## src/rtl/dmem_pkg.sv

```systemverilog
// dmem_pkg: shared types and defaults for the data-memory arbiter slice.
// Used by dmem_arbiter, dmem_arb_pick and dmem_arbiter_if.
package dmem_pkg;

    localparam int DMEM_DATA_W = 32;
    localparam int DMEM_ADDR_W = 10;

    localparam int PORT_CPU = 0;
    localparam int PORT_DBG = 1;

    typedef enum logic {
        ST_IDLE  = 1'b0,
        ST_CLEAR = 1'b1
    } dmem_state_e;

endpackage

```

## src/rtl/dmem_arbiter_if.sv

```systemverilog
// dmem_arbiter_if: requester ports, clear control and memory pins.
// slave = arbiter side, master = requester/memory environment side.
interface dmem_arbiter_if
    import dmem_pkg::*;
#(
    parameter int DATA_WIDTH = DMEM_DATA_W,
    parameter int BUS_WIDTH  = DMEM_ADDR_W
);

    logic                  p0_req;
    logic                  p0_we;
    logic [BUS_WIDTH-1:0]  p0_addr;
    logic [DATA_WIDTH-1:0] p0_wdata;
    logic                  p0_gnt;
    logic [DATA_WIDTH-1:0] p0_rdata;
    logic                  p0_rvalid;

    logic                  p1_req;
    logic                  p1_we;
    logic [BUS_WIDTH-1:0]  p1_addr;
    logic [DATA_WIDTH-1:0] p1_wdata;
    logic                  p1_gnt;
    logic [DATA_WIDTH-1:0] p1_rdata;
    logic                  p1_rvalid;

    logic                  clr_start;
    logic                  clr_busy;
    logic                  clr_done;

    logic                  mem_read;
    logic                  mem_write;
    logic [BUS_WIDTH-1:0]  mem_A;
    logic [DATA_WIDTH-1:0] mem_D;
    logic [DATA_WIDTH-1:0] mem_rdata;

    modport slave (
        input  p0_req, p0_we, p0_addr, p0_wdata,
        output p0_gnt, p0_rdata, p0_rvalid,
        input  p1_req, p1_we, p1_addr, p1_wdata,
        output p1_gnt, p1_rdata, p1_rvalid,
        input  clr_start,
        output clr_busy, clr_done,
        output mem_read, mem_write, mem_A, mem_D,
        input  mem_rdata
    );

    modport master (
        output p0_req, p0_we, p0_addr, p0_wdata,
        input  p0_gnt, p0_rdata, p0_rvalid,
        output p1_req, p1_we, p1_addr, p1_wdata,
        input  p1_gnt, p1_rdata, p1_rvalid,
        output clr_start,
        input  clr_busy, clr_done,
        input  mem_read, mem_write, mem_A, mem_D,
        output mem_rdata
    );

endinterface

```

## src/rtl/dmem_arb_pick.sv

```systemverilog
// dmem_arb_pick: combinational 2-way grant selector, onehot output.
// rr_en=0 gives fixed priority to port 0; rr_en=1 favours rr_ptr.
module dmem_arb_pick
    import dmem_pkg::*;
(
    input  logic [1:0] req,
    input  logic       rr_ptr,
    input  logic       rr_en,
    output logic [1:0] gnt
);

    logic pref_dbg;
    logic sel_dbg;
    logic sel_cpu;

    always_comb begin
        pref_dbg = rr_en & rr_ptr;
        sel_dbg  = req[PORT_DBG] & (pref_dbg | ~req[PORT_CPU]);
        sel_cpu  = req[PORT_CPU] & ~sel_dbg;
        gnt      = 2'b00;
        gnt[PORT_DBG] = sel_dbg;
        gnt[PORT_CPU] = sel_cpu;
    end

endmodule

```

## src/rtl/dmem_arbiter.sv

```systemverilog
// dmem_arbiter: shares the data memory between CPU and debug ports and
// sequences a word-per-cycle clear. DMEM_ARB_RR_EN selects round-robin.
module dmem_arbiter
    import dmem_pkg::*;
#(
    parameter int DATA_WIDTH = DMEM_DATA_W,
    parameter int BUS_WIDTH  = DMEM_ADDR_W
) (
    input logic           clk,
    input logic           RST_n,
    dmem_arbiter_if.slave bus
);

    dmem_state_e state_q, state_d;

    logic [BUS_WIDTH-1:0]  cnt_q, cnt_d;
    logic [DATA_WIDTH-1:0] rd0_q, rd0_d;
    logic [DATA_WIDTH-1:0] rd1_q, rd1_d;
    logic                  rv0_q, rv0_d;
    logic                  rv1_q, rv1_d;
    logic                  done_q, done_d;
    logic                  ptr_q;

    logic [1:0] req;
    logic [1:0] pick;
    logic [1:0] gnt;
    logic       arb_en;
    logic       last;

`ifdef DMEM_ARB_RR_EN
    localparam logic RR_EN = 1'b1;

    logic ptr_d;

    // pointer names the port that did not win last
    always_comb begin
        ptr_d = ptr_q;
        if (|gnt) ptr_d = gnt[PORT_CPU];
    end

    always_ff @(posedge clk or negedge RST_n) begin
        if (!RST_n) ptr_q <= 1'b0;
        else        ptr_q <= ptr_d;
    end
`else
    localparam logic RR_EN = 1'b0;

    assign ptr_q = 1'b0;
`endif

    assign req = {bus.p1_req, bus.p0_req};

    dmem_arb_pick u_pick (
        .req    (req),
        .rr_ptr (ptr_q),
        .rr_en  (RR_EN),
        .gnt    (pick)
    );

    // a clr_start cycle pre-empts arbitration
    assign arb_en = RST_n & (state_q == ST_IDLE) & ~bus.clr_start;
    assign gnt    = arb_en ? pick : 2'b00;
    assign last   = &cnt_q;

    always_ff @(posedge clk or negedge RST_n) begin
        if (!RST_n) begin
            state_q <= ST_IDLE;
            cnt_q   <= '0;
            rd0_q   <= '0;
            rd1_q   <= '0;
            rv0_q   <= 1'b0;
            rv1_q   <= 1'b0;
            done_q  <= 1'b0;
        end else begin
            state_q <= state_d;
            cnt_q   <= cnt_d;
            rd0_q   <= rd0_d;
            rd1_q   <= rd1_d;
            rv0_q   <= rv0_d;
            rv1_q   <= rv1_d;
            done_q  <= done_d;
        end
    end

    always_comb begin
        state_d = state_q;
        cnt_d   = cnt_q;
        done_d  = 1'b0;
        unique case (state_q)
            ST_IDLE: begin
                if (bus.clr_start) begin
                    state_d = ST_CLEAR;
                    cnt_d   = '0;
                end
            end
            ST_CLEAR: begin
                cnt_d = cnt_q + BUS_WIDTH'(1);
                if (last) begin
                    state_d = ST_IDLE;
                    done_d  = 1'b1;
                end
            end
            default: state_d = ST_IDLE;
        endcase

        rv0_d = gnt[PORT_CPU] & ~bus.p0_we;
        rv1_d = gnt[PORT_DBG] & ~bus.p1_we;
        rd0_d = rv0_d ? bus.mem_rdata : rd0_q;
        rd1_d = rv1_d ? bus.mem_rdata : rd1_q;
    end

    always_comb begin
        bus.mem_read  = 1'b0;
        bus.mem_write = 1'b0;
        bus.mem_A     = '0;
        bus.mem_D     = '0;
        unique case (1'b1)
            (state_q == ST_CLEAR): begin
                bus.mem_write = 1'b1;
                bus.mem_A     = cnt_q;
            end
            gnt[PORT_CPU]: begin
                bus.mem_read  = ~bus.p0_we;
                bus.mem_write = bus.p0_we;
                bus.mem_A     = bus.p0_addr;
                bus.mem_D     = bus.p0_we ? bus.p0_wdata : '0;
            end
            gnt[PORT_DBG]: begin
                bus.mem_read  = ~bus.p1_we;
                bus.mem_write = bus.p1_we;
                bus.mem_A     = bus.p1_addr;
                bus.mem_D     = bus.p1_we ? bus.p1_wdata : '0;
            end
            default: ;
        endcase

        bus.p0_gnt    = gnt[PORT_CPU];
        bus.p1_gnt    = gnt[PORT_DBG];
        bus.p0_rdata  = rd0_q;
        bus.p1_rdata  = rd1_q;
        bus.p0_rvalid = rv0_q;
        bus.p1_rvalid = rv1_q;
        bus.clr_busy  = (state_q == ST_CLEAR);
        bus.clr_done  = done_q;
    end

endmodule

```

## src/flat_wrapper.sv

```systemverilog
// flat-port wrapper written by rule: the top's interface ports become plain ports
module dmem_arbiter_flat import dmem_pkg::*;
#(
    parameter int DATA_WIDTH = DMEM_DATA_W,
    parameter int BUS_WIDTH  = DMEM_ADDR_W
)
  (clk, RST_n, bus_p0_req, bus_p0_we, bus_p0_addr, bus_p0_wdata, bus_p0_gnt, bus_p0_rdata, bus_p0_rvalid, bus_p1_req, bus_p1_we, bus_p1_addr, bus_p1_wdata, bus_p1_gnt, bus_p1_rdata, bus_p1_rvalid, bus_clr_start, bus_clr_busy, bus_clr_done, bus_mem_read, bus_mem_write, bus_mem_A, bus_mem_D, bus_mem_rdata);
  dmem_arbiter_if #(.DATA_WIDTH(DATA_WIDTH), .BUS_WIDTH(BUS_WIDTH)) bus_i ();
  input logic clk;
  input logic RST_n;
  input wire logic [$bits(bus_i.p0_req)-1:0] bus_p0_req;
  input wire logic [$bits(bus_i.p0_we)-1:0] bus_p0_we;
  input wire logic [$bits(bus_i.p0_addr)-1:0] bus_p0_addr;
  input wire logic [$bits(bus_i.p0_wdata)-1:0] bus_p0_wdata;
  output wire logic [$bits(bus_i.p0_gnt)-1:0] bus_p0_gnt;
  output wire logic [$bits(bus_i.p0_rdata)-1:0] bus_p0_rdata;
  output wire logic [$bits(bus_i.p0_rvalid)-1:0] bus_p0_rvalid;
  input wire logic [$bits(bus_i.p1_req)-1:0] bus_p1_req;
  input wire logic [$bits(bus_i.p1_we)-1:0] bus_p1_we;
  input wire logic [$bits(bus_i.p1_addr)-1:0] bus_p1_addr;
  input wire logic [$bits(bus_i.p1_wdata)-1:0] bus_p1_wdata;
  output wire logic [$bits(bus_i.p1_gnt)-1:0] bus_p1_gnt;
  output wire logic [$bits(bus_i.p1_rdata)-1:0] bus_p1_rdata;
  output wire logic [$bits(bus_i.p1_rvalid)-1:0] bus_p1_rvalid;
  input wire logic [$bits(bus_i.clr_start)-1:0] bus_clr_start;
  output wire logic [$bits(bus_i.clr_busy)-1:0] bus_clr_busy;
  output wire logic [$bits(bus_i.clr_done)-1:0] bus_clr_done;
  output wire logic [$bits(bus_i.mem_read)-1:0] bus_mem_read;
  output wire logic [$bits(bus_i.mem_write)-1:0] bus_mem_write;
  output wire logic [$bits(bus_i.mem_A)-1:0] bus_mem_A;
  output wire logic [$bits(bus_i.mem_D)-1:0] bus_mem_D;
  input wire logic [$bits(bus_i.mem_rdata)-1:0] bus_mem_rdata;
  assign bus_i.p0_req = bus_p0_req;
  assign bus_i.p0_we = bus_p0_we;
  assign bus_i.p0_addr = bus_p0_addr;
  assign bus_i.p0_wdata = bus_p0_wdata;
  assign bus_p0_gnt = bus_i.p0_gnt;
  assign bus_p0_rdata = bus_i.p0_rdata;
  assign bus_p0_rvalid = bus_i.p0_rvalid;
  assign bus_i.p1_req = bus_p1_req;
  assign bus_i.p1_we = bus_p1_we;
  assign bus_i.p1_addr = bus_p1_addr;
  assign bus_i.p1_wdata = bus_p1_wdata;
  assign bus_p1_gnt = bus_i.p1_gnt;
  assign bus_p1_rdata = bus_i.p1_rdata;
  assign bus_p1_rvalid = bus_i.p1_rvalid;
  assign bus_i.clr_start = bus_clr_start;
  assign bus_clr_busy = bus_i.clr_busy;
  assign bus_clr_done = bus_i.clr_done;
  assign bus_mem_read = bus_i.mem_read;
  assign bus_mem_write = bus_i.mem_write;
  assign bus_mem_A = bus_i.mem_A;
  assign bus_mem_D = bus_i.mem_D;
  assign bus_i.mem_rdata = bus_mem_rdata;
  dmem_arbiter #(.DATA_WIDTH(DATA_WIDTH), .BUS_WIDTH(BUS_WIDTH)) u_core (.clk(clk), .RST_n(RST_n), .bus(bus_i));
endmodule
```

## config.mk

```make
export PLATFORM = sky130hd
export DESIGN_NAME = dmem_arbiter_flat
export DESIGN_NICKNAME = d
export VERILOG_FILES = /design/src/rtl/dmem_pkg.sv /design/src/rtl/dmem_arbiter_if.sv /design/src/rtl/dmem_arb_pick.sv /design/src/rtl/dmem_arbiter.sv /design/src/flat_wrapper.sv
export SDC_FILE = /design/constraint.sdc
export NUM_CORES = 1
export LEC_CHECK = 0
export ABC_AREA = 1
export BUFFER_PORTS_ARGS = -buffer_cell sky130_fd_sc_hd__buf_2
export CAP_MARGIN = 20
export CORE_ASPECT_RATIO = 1.25
export CORE_MARGIN = 2
export CORE_UTILIZATION = 46
export CTS_CLUSTER_DIAMETER = 150
export DETAILED_ROUTE_END_ITERATION = 8
export PLACE_DENSITY = 0.85
export SLEW_MARGIN = 30
export SYNTH_ARGS = -nofsm -noshare
export SYNTH_HDL_FRONTEND = slang
export SYNTH_HIERARCHICAL = 1
export SYNTH_SLANG_ARGS = --single-unit
```

## constraint.sdc

```tcl
create_clock -name clk -period 4.3 [get_ports clk]
set_clock_uncertainty 0.15 [all_clocks]
set_input_delay 0.215 -clock clk [delete_from_list [all_inputs] [get_ports clk]]
set_output_delay 0.215 -clock clk [all_outputs]
set_load 0.01 [all_outputs]
```

* Word level (Yosys, flattened, before mapping) *
Index checks and enable logic that the tools add are counted.

storage, ports and cells
  flip-flop bits (word level) = 78
  latch bits = 0
  memory bits (writable) = 0
  memory bits (read-only) = 0
  bits of input ports = 123
  output and inout port bits = 114
  logic and storage cells = 36
  memories = 0

cells by class
  add/sub/neg operators = 1
  $mul = 0
  div/mod/pow operators = 0
  order comparisons = 0
  eq/ne operators = 1
  shifts and indexed selects = 0
  multiplexer cells = 14
  bitwise operators = 12
  reductions and logical operators = 1

operators with widths
  cell                   number
  $mux 32                2
  $pmux 32 s2            1
  $pmux 10 s3            1
  $pmux 10 s2            1
  $add 10x1->10 const B  1
  $mux 10                1
  $reduce_and 10->1      1
  $and 1x1->1            6
  $not 1->1              6
  $mux 1                 4
  $pmux 1 s2             2
  $pmux 1 s3             1
  $mux 2                 1
  $ne 2x2->1 const B     1

* Logic depth before layout (Yosys ltp) *
Gate-level depths: netlist of run 1.

  word-level depth = 6
  gate-level depth with buffers = 9

* Cells and area by module *
Netlist of run 1, hierarchy kept.

modules (own cells, without submodules)
  module         times used  cells an instance  area each (sq um)  seq. area each (sq um)
  dmem_arbiter   1           513                3,763.6            1,951.9
  dmem_arb_pick  1           6                  35.0               0.0

* Least setup slack after synthesis of run 1 *
No wires, ideal clock.

  kind = register -> output
  from = register u_core.state_q (netlist: u_core/bus.clr_busy)
  to = output bus_mem_D[0]
  arrival time = 1.247 ns
  slack = 2.688 ns
  cell stages (with the launch flop) = 9
  path buffers = 1
  cells stage by stage = dfrtp_1 -> inv_2 -> nand2_4 -> nor2_4 -> nand2_2 -> nor2_4 -> buf_2 -> nand2_1 -> nand2_1

between the ends
  cells in the longest elaborated chain, start to end = 5

ends and longest elaborated chain
  item                       line                 RTL
  from (decl)                dmem_arbiter.sv:14   dmem_state_e state_q, state_d;
  from (signal assigned)     dmem_arbiter.sv:75   state_q <= state_d;
  $not 1->1                  dmem_arbiter.sv:61   assign arb_en = RST_n & (state_q == ST_IDLE) & ~bus.clr_start;
  $and 1x1->1 (2 in series)  dmem_arbiter.sv:61
  $mux 2                     dmem_arbiter.sv:62   assign gnt = arb_en ? pick : 2'b00;
  $pmux 32 s2                dmem_arbiter.sv:117  unique case (1'b1)
  to (decl)                  flat_wrapper.sv:31   output wire logic [$bits(bus_i.mem_D)-1:0] bus_mem_D;

Every way passes these cells.

* Worst setup path in the final report of run 1 *
  from = register u_core.state_q (netlist: u_core/bus.clr_busy)
  to = output bus_mem_D[11]

The elaborated chain is that of the path after synthesis.

==> results of run 1 <==
==> logic make-up after synthesis <==
kind of cell	after synthesis	share of synthesized area, %
AO/OA/AOI/OAI	10	1.55
flip-flops	78	51.4
other	1	0.0987
multiplexers	1	0.264
adder cells (fa/ha/maj)	1	0.329
buffers and inverters	40	5.24
AND/OR/NAND/NOR	388	41.1
==> per-stage QoR <==
| step | std cells | setup WS (ns) |
|---|---|---|
| 6_report | 886 | 1.50 |
| 5_1_grt | 882 | 1.30 |
| 4_1_cts | 881 | 1.50 |
| 3_5_place_dp | 832 | 1.89 |
| 3_3_place_gp | 832 | 2.03 |
| 2_1_floorplan | 520 | 2.69 |
==> cell usage in the layout (no fill, tap or decap), drive strengths merged, types with 2 or more instances in the layout <==
cell type and n:
nor2 13, nand4 2, inv 16, dlygate4sd3 33
dfrtp 78, nand3 18, o21ai 5, nor3 2
a21oi 2, buf 239, nand2 352, conb 2
bufinv 2, diode 5, clkbuf 13
==> flip-flops by register name, summed over array words and instances, names as in the netlist <==
name                  cells
u_core/bus.clr_done       1
u_core/bus.p1_rvalid      1
u_core/bus.p1_rdata      32
u_core/bus.p0_rdata      32
u_core/bus.p0_rvalid      1
u_core/bus.clr_busy       1
u_core/cnt_q             10
==> power groups by stage <==
stage                     registers (mW)  clock network [mW]  logic (mW)
after floorplan                    0.748                   0     0.00743
after global placement             0.747                   0      0.0831
after detailed placement           0.747                   0      0.0843
after CTS                          0.733               0.641       0.108
final                              0.733               0.631       0.110
after global routing               0.733               0.675       0.120
==> routing by layer <==
| metal | vias to the layer above | GRT usage, % | share of wire (%) |
|---|---|---|---|
| met4 | 0 | 13.0 | 3.4 |
| met1 | 2002 | 34.5 | 38 |
| li1 | 2090 | - | - |
| met3 | 37 | 10.1 | 10 |
| met5 | - | 0 | 0 |
| met2 | 257 | 50.9 | 48 |
==> layout make-up <==
cell class / instances / area share [%]
timing repair buffer: 272 / 27.6
tap: 97 / 2.18
inverter: 16 / 1.08
clock buffer: 13 / 3.03
clock inverter: 3 / 1.17
antenna: 5 / 0.225
sequential: 78 / 35.0
multi-input combinational: 402 / 29.6
==> critical path, stage by stage, from the launching register on <==
cell	delay (ns)
dfrtp_1	0.61
inv_2	0.21
nand2_4	0.11
nor2_4	0.12
nand2_2	0.10
nor2_4	0.53
nand2_1	0.13
nand2_1	0.12
buf_2	0.14
==> worst max-delay path by stage <==
| stage | end | slack (ns) |
|---|---|---|
| 2_1_floorplan | bus_mem_D[0] | 2.69 |
| 3_3_place_gp | bus_mem_D[3] | 2.03 |
| 3_5_place_dp | bus_mem_D[20] | 1.89 |
| 4_1_cts | bus_mem_D[20] | 1.50 |
| 5_1_grt | bus_mem_D[22] | 1.30 |
| 6_report | bus_mem_D[11] | 1.50 |
==> results.tsv, run 1 <==
stage	metric	value	unit
route	drc	0	
synthesis	ys_seq_area_share	51.4	%
floorplanning	die_w	85.3	µm
floorplanning	core_area	8150	µm²
floorplanning	io_pins	237	
pwr	pwr_density_cell	265	nW/µm²
synthesis	synth_cells	519	
critical_path	r2r_start	u_core/bus.clr_busy	
timing	hold_viol	0	
route	drt_pass1_iterations	5	
synthesis	netlist_top_cells_count	nand2_1 (349), dfrtp_1 (78), nand3_1 (18)	
timing	tightest_slew	0.796	ns
timing	fmax	357	MHz
global_route	grt_pass1_wl	21.0	mm
layout	stdcell_area	5570	µm²
clock_tree	insertion_delay	0.34	ns
pwr	power_frac_comb	7.4	%
layout	post-route-util	68.4	%
hold_path	min_path_cells	4	
clock_tree	cts-hold-fix-buffers	33	
hold_path	hold_path_end	u_core/cnt_q[7]	
synthesis	synthTopCellsByArea	dfrtp_1 (51%), nand2_1 (34%), nand3_1 (2.4%), buf_2 (2.0%), buf_4 (1.6%)	
run_status	status	finished clean	
pwr	switchingPower	0.306	mW
pwr	power.internal	1.17	mW
route	wire_per_inst	15.1	µm
clock_tree	ctsResizeCount	0	
clock_tree	clock_sinks	78	
timing	finalSetupTns	0	ns
hold_path	worstHoldPathType	input port to flop	
pwr	total_power	1.47	mW
layout	seqCellArea	1950	µm²
synthesis	netlist_area	3800	µm²
placement	gp_congestion	0.977	
critical_path	startpoint	u_core/bus.clr_busy	
timing	period_needed	2.80	ns
global_route	overflow	0	
synthesis	ys.flop_type	dfrtp_1	
critical_path	cp.arrival	2.43	ns
clock_tree	clockBufferDepth	2	
job	cap_viol_max_count	0	
timing	rsz0062_at_grt	false	
critical_path	crit_path_end_kind	output pin	
clock_tree	cts_tree	done	
global_route	grt_max_degree	79	
critical_path	reg2regPathDepth	7	
synthesis	async_flop_share	100	%
timing	setup_viol	0	
placement	post-dp-hpwl	9.33	mm
synthesis	avgSynthCellArea	7.32	µm²
critical_path	reg2reg_slack	2.00	ns
critical_path	cp.required	3.93	ns
layout	multi_input_area	1650	µm²
placement	placement.cell_area	4990	µm²
clock_tree	post_cts_buffers	0	
critical_path	crit_type	flop to output pin	
critical_path	path_max_fanout	32	
timing	relSlewSlack	46.8	%
floorplanning	initial_core_util	46.6	%
layout	drive_gt1_share	33.8	%
floorplanning	die_area	9010	µm²
route	viasPerCell	4.95	
route	drt-initial-drc-count	247	
synthesis	yosysMostFrequentCell	nand2_1	
placement	port_buffers	236	
clock_tree	htree_num_levels	3	
synthesis	ys_ff_latch	78	
layout	synthToLayoutAreaGrowth	46.7	%
clock_tree	cts_made_buffers	9	
pwr	clock_power_share	42.8	%
layout	fin_nets	903	
timing	timing.hold.ws	0.0809	ns
route	routed_wl	13.4	mm
global_route	groute.usage.overall	30.1	%
timing	fin_crit_sh	65.1	%
critical_path	reg2reg_to	u_core/bus.p1_rdata[19]	
clock_tree	cts-root-buf	clkbuf_8	
global_route	grt_pass1_vias	4329	
synthesis	ys_types	23	
floorplanning	rows	37	
pwr	power.share.switching	20.8	%
timing	slew_viol_final	0	
pwr	seqPwrFrac	49.7	%
critical_path	startpoint_type	flop	
hold_path	worstHoldStart	bus_clr_start	
pwr	ir_drop	0.249	mV
global_route	antenna_found_initial	4	
pwr	p_leak	3.58	nW
route	ant_nets	0	
synthesis	synth_largest_area_cell	dfrtp_1	
route	vias	4386	
synthesis	synth-edff-count	0	
floorplanning	die_h	106	µm
synthesis	synth_top_area_share	51.4	%
layout	nFillCells	650	
clock_tree	cts.clk_slew.worst_paths	0.08	ns
synthesis	yosysWarnings	6	
(Power assumes the default switching activity.)
==> inputs of run 2 (changes only) <==
--- a/config.mk
+++ b/config.mk
@@ -10,10 +10,10 @@
 export CAP_MARGIN = 20
 export CORE_ASPECT_RATIO = 1.25
 export CORE_MARGIN = 2
-export CORE_UTILIZATION = 46
+export CORE_UTILIZATION = 43
 export CTS_CLUSTER_DIAMETER = 150
 export DETAILED_ROUTE_END_ITERATION = 8
-export PLACE_DENSITY = 0.85
+export PLACE_DENSITY = 0.8
 export SLEW_MARGIN = 30
 export SYNTH_ARGS = -nofsm -noshare
 export SYNTH_HDL_FRONTEND = slang
==> constraint.sdc (replaced) <==
create_clock -name clk -period 2.7 [get_ports clk]
set_clock_uncertainty 0.15 [all_clocks]
set_input_delay 0.135 -clock clk [delete_from_list [all_inputs] [get_ports clk]]
set_output_delay 0.135 -clock clk [all_outputs]
set_load 0.01 [all_outputs]
==> results.tsv, run 2 (synthesis gave the netlist of run 1 again) <==
stage	metric	value	unit
critical_path	cp.required	2.41	ns
route	ant_nets	0	
global_route	overflow	0	
floorplanning	rows	38	
route	drt-met1-wl	5.16	mm
placement	post-dp-hpwl	9.49	mm
placement	place_inst	861	
critical_path	crit_type	input port to output pin	
timing	finalSetupTns	0	ns
floorplanning	die_w	88.1	µm
route	drt_pass1_iterations	4	
layout	final_cell_mix	nand2_1 (349), buf_2 (235), dfrtp_1 (78), dlygate4sd3_1 (34), nand3_1 (18)	
hold_path	min_path_cells	3	
clock_tree	cts-hold-fix-buffers	34	
layout	fin_cells	914	
timing	timing.hold.ws	0.163	ns
hold_path	worstHoldPathType	input port to flop	
critical_path	crit_path_end_kind	output pin	
floorplanning	core_area	8650	µm²
run_status	status	finished clean	
critical_path	cp.arrival	2.11	ns
pwr	p_leak	3.59	nW
critical_path	r2r_start	u_core/bus.clr_busy	
pwr	pwr_density_cell	397	nW/µm²
route	drc	0	
route	wire_per_inst	14.8	µm
clock_tree	cts_tree	done	
placement	placement.cell_area	5060	µm²
layout	synthToLayoutAreaGrowth	47.8	%
timing	period_needed	2.40	ns
timing	setup_viol	0	
timing	relSlewSlack	52.0	%
route	routed_wl	13.6	mm
critical_path	reg2regPathDepth	8	
clock_tree	cts-root-buf	clkbuf_8	
route	viasPerCell	4.78	
pwr	ir_drop	0.303	mV
hold_path	hold_path_end	u_core/bus.p0_rvalid	
timing	rsz0062_at_grt	false	
critical_path	startpoint	bus_clr_start	
global_route	grt_max_degree	79	
clock_tree	insertion_delay	0.35	ns
global_route	groute.usage.overall	28.2	%
route	drt-initial-drc-count	256	
placement	gp_congestion	0.925	
job	cap_viol_max_count	0	
pwr	total_power	2.23	mW
layout	drive_gt1_share	34.4	%
critical_path	path_max_fanout	32	
critical_path	reg2reg_slack	1.01	ns
clock_tree	clockBufferDepth	2	
timing	tightest_slew	0.721	ns
route	route.met3.wl	1.45	mm
timing	fmax	417	MHz
placement	port_buffers	236	
timing	fin_crit_sh	88.8	%
hold_path	worstHoldStart	bus_p0_we	
global_route	grt_pass1_vias	4207	
clock_tree	cts.clk_slew.worst_paths	0.08	ns
timing	slew_viol_final	0	
clock_tree	cts_made_buffers	9	
layout	final_common_cell	nand2_1	
floorplanning	die_h	109	µm
layout	fin_nets	910	
layout	stdcell_area	5620	µm²
floorplanning	initial_core_util	43.9	%
floorplanning	io_pins	237	
clock_tree	ctsResizeCount	0	
clock_tree	clock_sinks	78	
global_route	grt_pass1_wl	20.4	mm
critical_path	reg2reg_to	u_core/bus.p1_rdata[5]	
route	vias	4369	
route	top_layer	met5	
route	wl_met2	6.51	mm
clock_tree	htree_num_levels	3	
timing	hold_viol	0	
floorplanning	die_area	9610	µm²
critical_path	startpoint_type	input port	
global_route	antenna_found_initial	6	
clock_tree	post_cts_buffers	0	
## run 2: worst max path at each step
stage / end / slack (ns) / depth (start not counted)
after floorplan: bus_mem_D[0] / 1.17 / 8
after global placement: bus_mem_D[8] / 0.85 / 8
after detailed placement: bus_mem_D[11] / 0.75 / 8
after CTS: bus_mem_D[11] / 0.31 / 10
after global routing: bus_mem_D[11] / 0.16 / 10
final: bus_mem_D[28] / 0.30 / 10
## run 2: metal layers
layer  vias up  global-route usage (%)
met2       241                    47.6
met1      1982                    31.1
met3        43                    11.3
li1       2097                       -
met5         -                       0
met4         6                    12.6
## run 2: where the power goes
part | leakage [nW] | switching [mW] | internal, mW
sequential | 1.05 | 0 | 1.17
clock | 0.102 | 0.438 | 0.449
combinational | 2.44 | 0.0779 | 0.0974
## run 2: stage by stage
stage / util [%] / setup slack [ns]
floorplan: - / 1.17
global placement: 58.5 / 0.847
detailed placement: 58.5 / 0.754
CTS: 64.8 / 0.313
global route: 64.8 / 0.160
finish: 64.9 / 0.303
## run 2: worst max-delay path: stages
cell,delay [ns]
dlygate4sd3_1,0.54
buf_2,0.14
inv_1,0.09
nand2_4,0.10
nor2_4,0.11
nand2_2,0.10
nor2_4,0.50
nand2_1,0.16
nand2_1,0.11
buf_2,0.13
## run 2: cell type report
cell class | instances | area, µm²
Fill cell | 779 | 3040
Sequential cell | 78 | 1950
Multi-Input combinational cell | 402 | 1650
Timing Repair Buffer | 279 | 1600
Tap cell | 120 | 150
Clock buffer | 10 | 138
Clock inverter | 6 | 61.3
Inverter | 16 | 60.1
Antenna cell | 3 | 7.51
==> inputs of run 3 (changes only) <==
--- a/config.mk
+++ b/config.mk
@@ -13,7 +13,7 @@
 export CORE_UTILIZATION = 43
 export CTS_CLUSTER_DIAMETER = 150
 export DETAILED_ROUTE_END_ITERATION = 8
-export PLACE_DENSITY = 0.8
+export PLACE_DENSITY = 0.88
 export SLEW_MARGIN = 30
 export SYNTH_ARGS = -nofsm -noshare
 export SYNTH_HDL_FRONTEND = slang
==> results.tsv, run 3 (synthesis gave the netlist of run 1 again) <==
stage	metric	value	unit
run_status	status	finished clean	
placement	post-dp-hpwl	9.02	mm
floorplanning	io_pins	237	
layout	multi_input_area	1650	µm²
route	drt_pass1_iterations	6	
layout	drive_gt1_share	34.5	%
layout	fin_nets	911	
layout	synthToLayoutAreaGrowth	49.5	%
clock_tree	htree_num_levels	3	
clock_tree	ctsResizeCount	0	
global_route	overflow	0	
timing	tightest_slew	0.686	ns
critical_path	reg2regPathDepth	7	
layout	fin_cells	919	
global_route	groute.usage.overall	25.5	%
critical_path	startpoint	bus_clr_start	
critical_path	startpoint_type	input port	
global_route	grt_max_degree	79	
clock_tree	insertion_delay	0.34	ns
pwr	pwr_density_cell	409	nW/µm²
critical_path	r2r_start	u_core/bus.clr_busy	
critical_path	max_stage_delay	0.54	ns
global_route	grt_pass1_wl	18.5	mm
critical_path	reg2reg_slack	0.93	ns
critical_path	path_max_fanout	32	
clock_tree	clock_sinks	78	
layout	final_cell_mix	nand2_1 (349), buf_2 (235), dfrtp_1 (78), dlygate4sd3_1 (34), nand3_1 (18)	
route	viasPerCell	4.68	
timing	slew_viol_final	0	
route	routed_wl	12.5	mm
layout	seqCellArea	1950	µm²
critical_path	reg2reg_to	u_core/bus.p1_rdata[15]	
timing	setup_viol	0	
timing	rsz0062_at_grt	false	
pwr	ir_drop	0.375	mV
clock_tree	clockBufferDepth	2	
critical_path	cp.required	2.41	ns
clock_tree	cts_made_buffers	9	
clock_tree	cts-hold-fix-buffers	34	
route	ant_nets	0	
placement	dp_slack	0.764	ns
floorplanning	die_area	9610	µm²
critical_path	crit_type	input port to output pin	
floorplanning	initial_core_util	43.9	%
placement	gp_congestion	0.871	
timing	finalSetupTns	0	ns
job	cap_viol_max_count	0	
timing	timing.hold.ws	0.157	ns
critical_path	cp.arrival	2.10	ns
hold_path	worstHoldPathType	input port to flop	
layout	final_common_cell	nand2_1	
timing	layout_setup_ws	0.317	ns
clock_tree	post_cts_buffers	0	
timing	period_needed	2.38	ns
clock_tree	cts_tree	done	
clock_tree	cts-root-buf	clkbuf_8	
critical_path	cp_cell_sequence	dlygate4sd3_1 -> buf_2 -> inv_1 -> nand2_4 -> nor2_4 -> nand2_2 -> nor2_4 -> nand2_1 -> nand2_1 -> buf_2	
placement	port_buffers	236	
floorplanning	die_w	88.1	µm
floorplanning	die_h	109	µm
floorplanning	core_area	8650	µm²
critical_path	slowest_stage	dlygate4sd3_1	
clock_tree	cts.clk_slew.worst_paths	0.08	ns
route	drc	0	
layout	nFillCells	778	
placement	place_inst	862	
timing	fin_crit_sh	88.3	%
timing	relSlewSlack	54.3	%
floorplanning	rows	38	
global_route	antenna_found_initial	9	
critical_path	crit_path_end_kind	output pin	
route	drt-initial-drc-count	386	
global_route	grt_pass1_vias	3860	
pwr	p_leak	3.62	nW
critical_path	endpoint	bus_mem_D[28]	
timing	hold_viol	0	
route	vias	4299	
route	wire_per_inst	13.5	µm
timing	fmax	420	MHz
[run 3: cell types whose count changed in the layout (fill, tap and decap cells not counted)]
cell | before | now
inv_6 | 0 | 1
clkinv_2 | 3 | 0
clkinv_4 | 1 | 2
diode_2 | 3 | 7
bufinv_16 | 1 | 2
buf_12 | 0 | 1
[run 3: worst min-delay path by stage]
stage / depth (start not counted) / slack [ns] / endpoint / from
finish: 3 / 0.16 / u_core/bus.p1_rvalid / bus_p1_we
global route: 3 / 0.15 / u_core/bus.p1_rvalid / bus_p1_we
CTS: 3 / 0.13 / u_core/bus.p1_rvalid / bus_p1_we
detailed placement: 3 / 0.20 / u_core/bus.p1_rdata[1] / bus_mem_rdata[1]
global placement: 3 / 0.19 / u_core/bus.p1_rdata[24] / bus_mem_rdata[24]
floorplan: 0 / -0.31 / u_core/bus.clr_busy / RST_n
[run 3: report_power, final]
part / leakage (nW) / total [mW] / internal, mW / switching, mW
clock network: 0.113 / 0.987 / 0.552 / 0.435
registers: 1.05 / 1.17 / 1.17 / 0
logic: 2.45 / 0.171 / 0.0972 / 0.0735
[run 3: routing by layer]
metal	GRT usage, %	vias to the layer above	wire (µm)
met5	0	-	27
met4	8.12	4	194
met3	11.6	18	1510
met2	41.6	230	5800
met1	30.0	1930	4920
li1	-	2117	-
[run 3: area by class of cell]
class	instances	area share, %
flip-flops and latches	78	34.4
multi-input cells	402	29.1
repair buffers	280	28.4
well taps	120	2.64
clock buffers	10	2.42
clock inverters	6	1.65
inverters	16	1.06
diodes	7	0.309
[run 3: stage by stage]
stage               utilization (%)  instance area, µm²  power, mW
floorplan                         -                3800       1.20
global placement               58.8                5080       1.32
detailed placement             58.8                5080       1.32
CTS                            65.4                5660       2.34
global route                   65.4                5660       2.42
finish                         65.6                5680       2.32
[run 3: critical path, delay by kind of cell]
kind	cells	cell delay [ns]
buffers and inverters	4	0.90
AND/OR/NAND/NOR	6	1.04
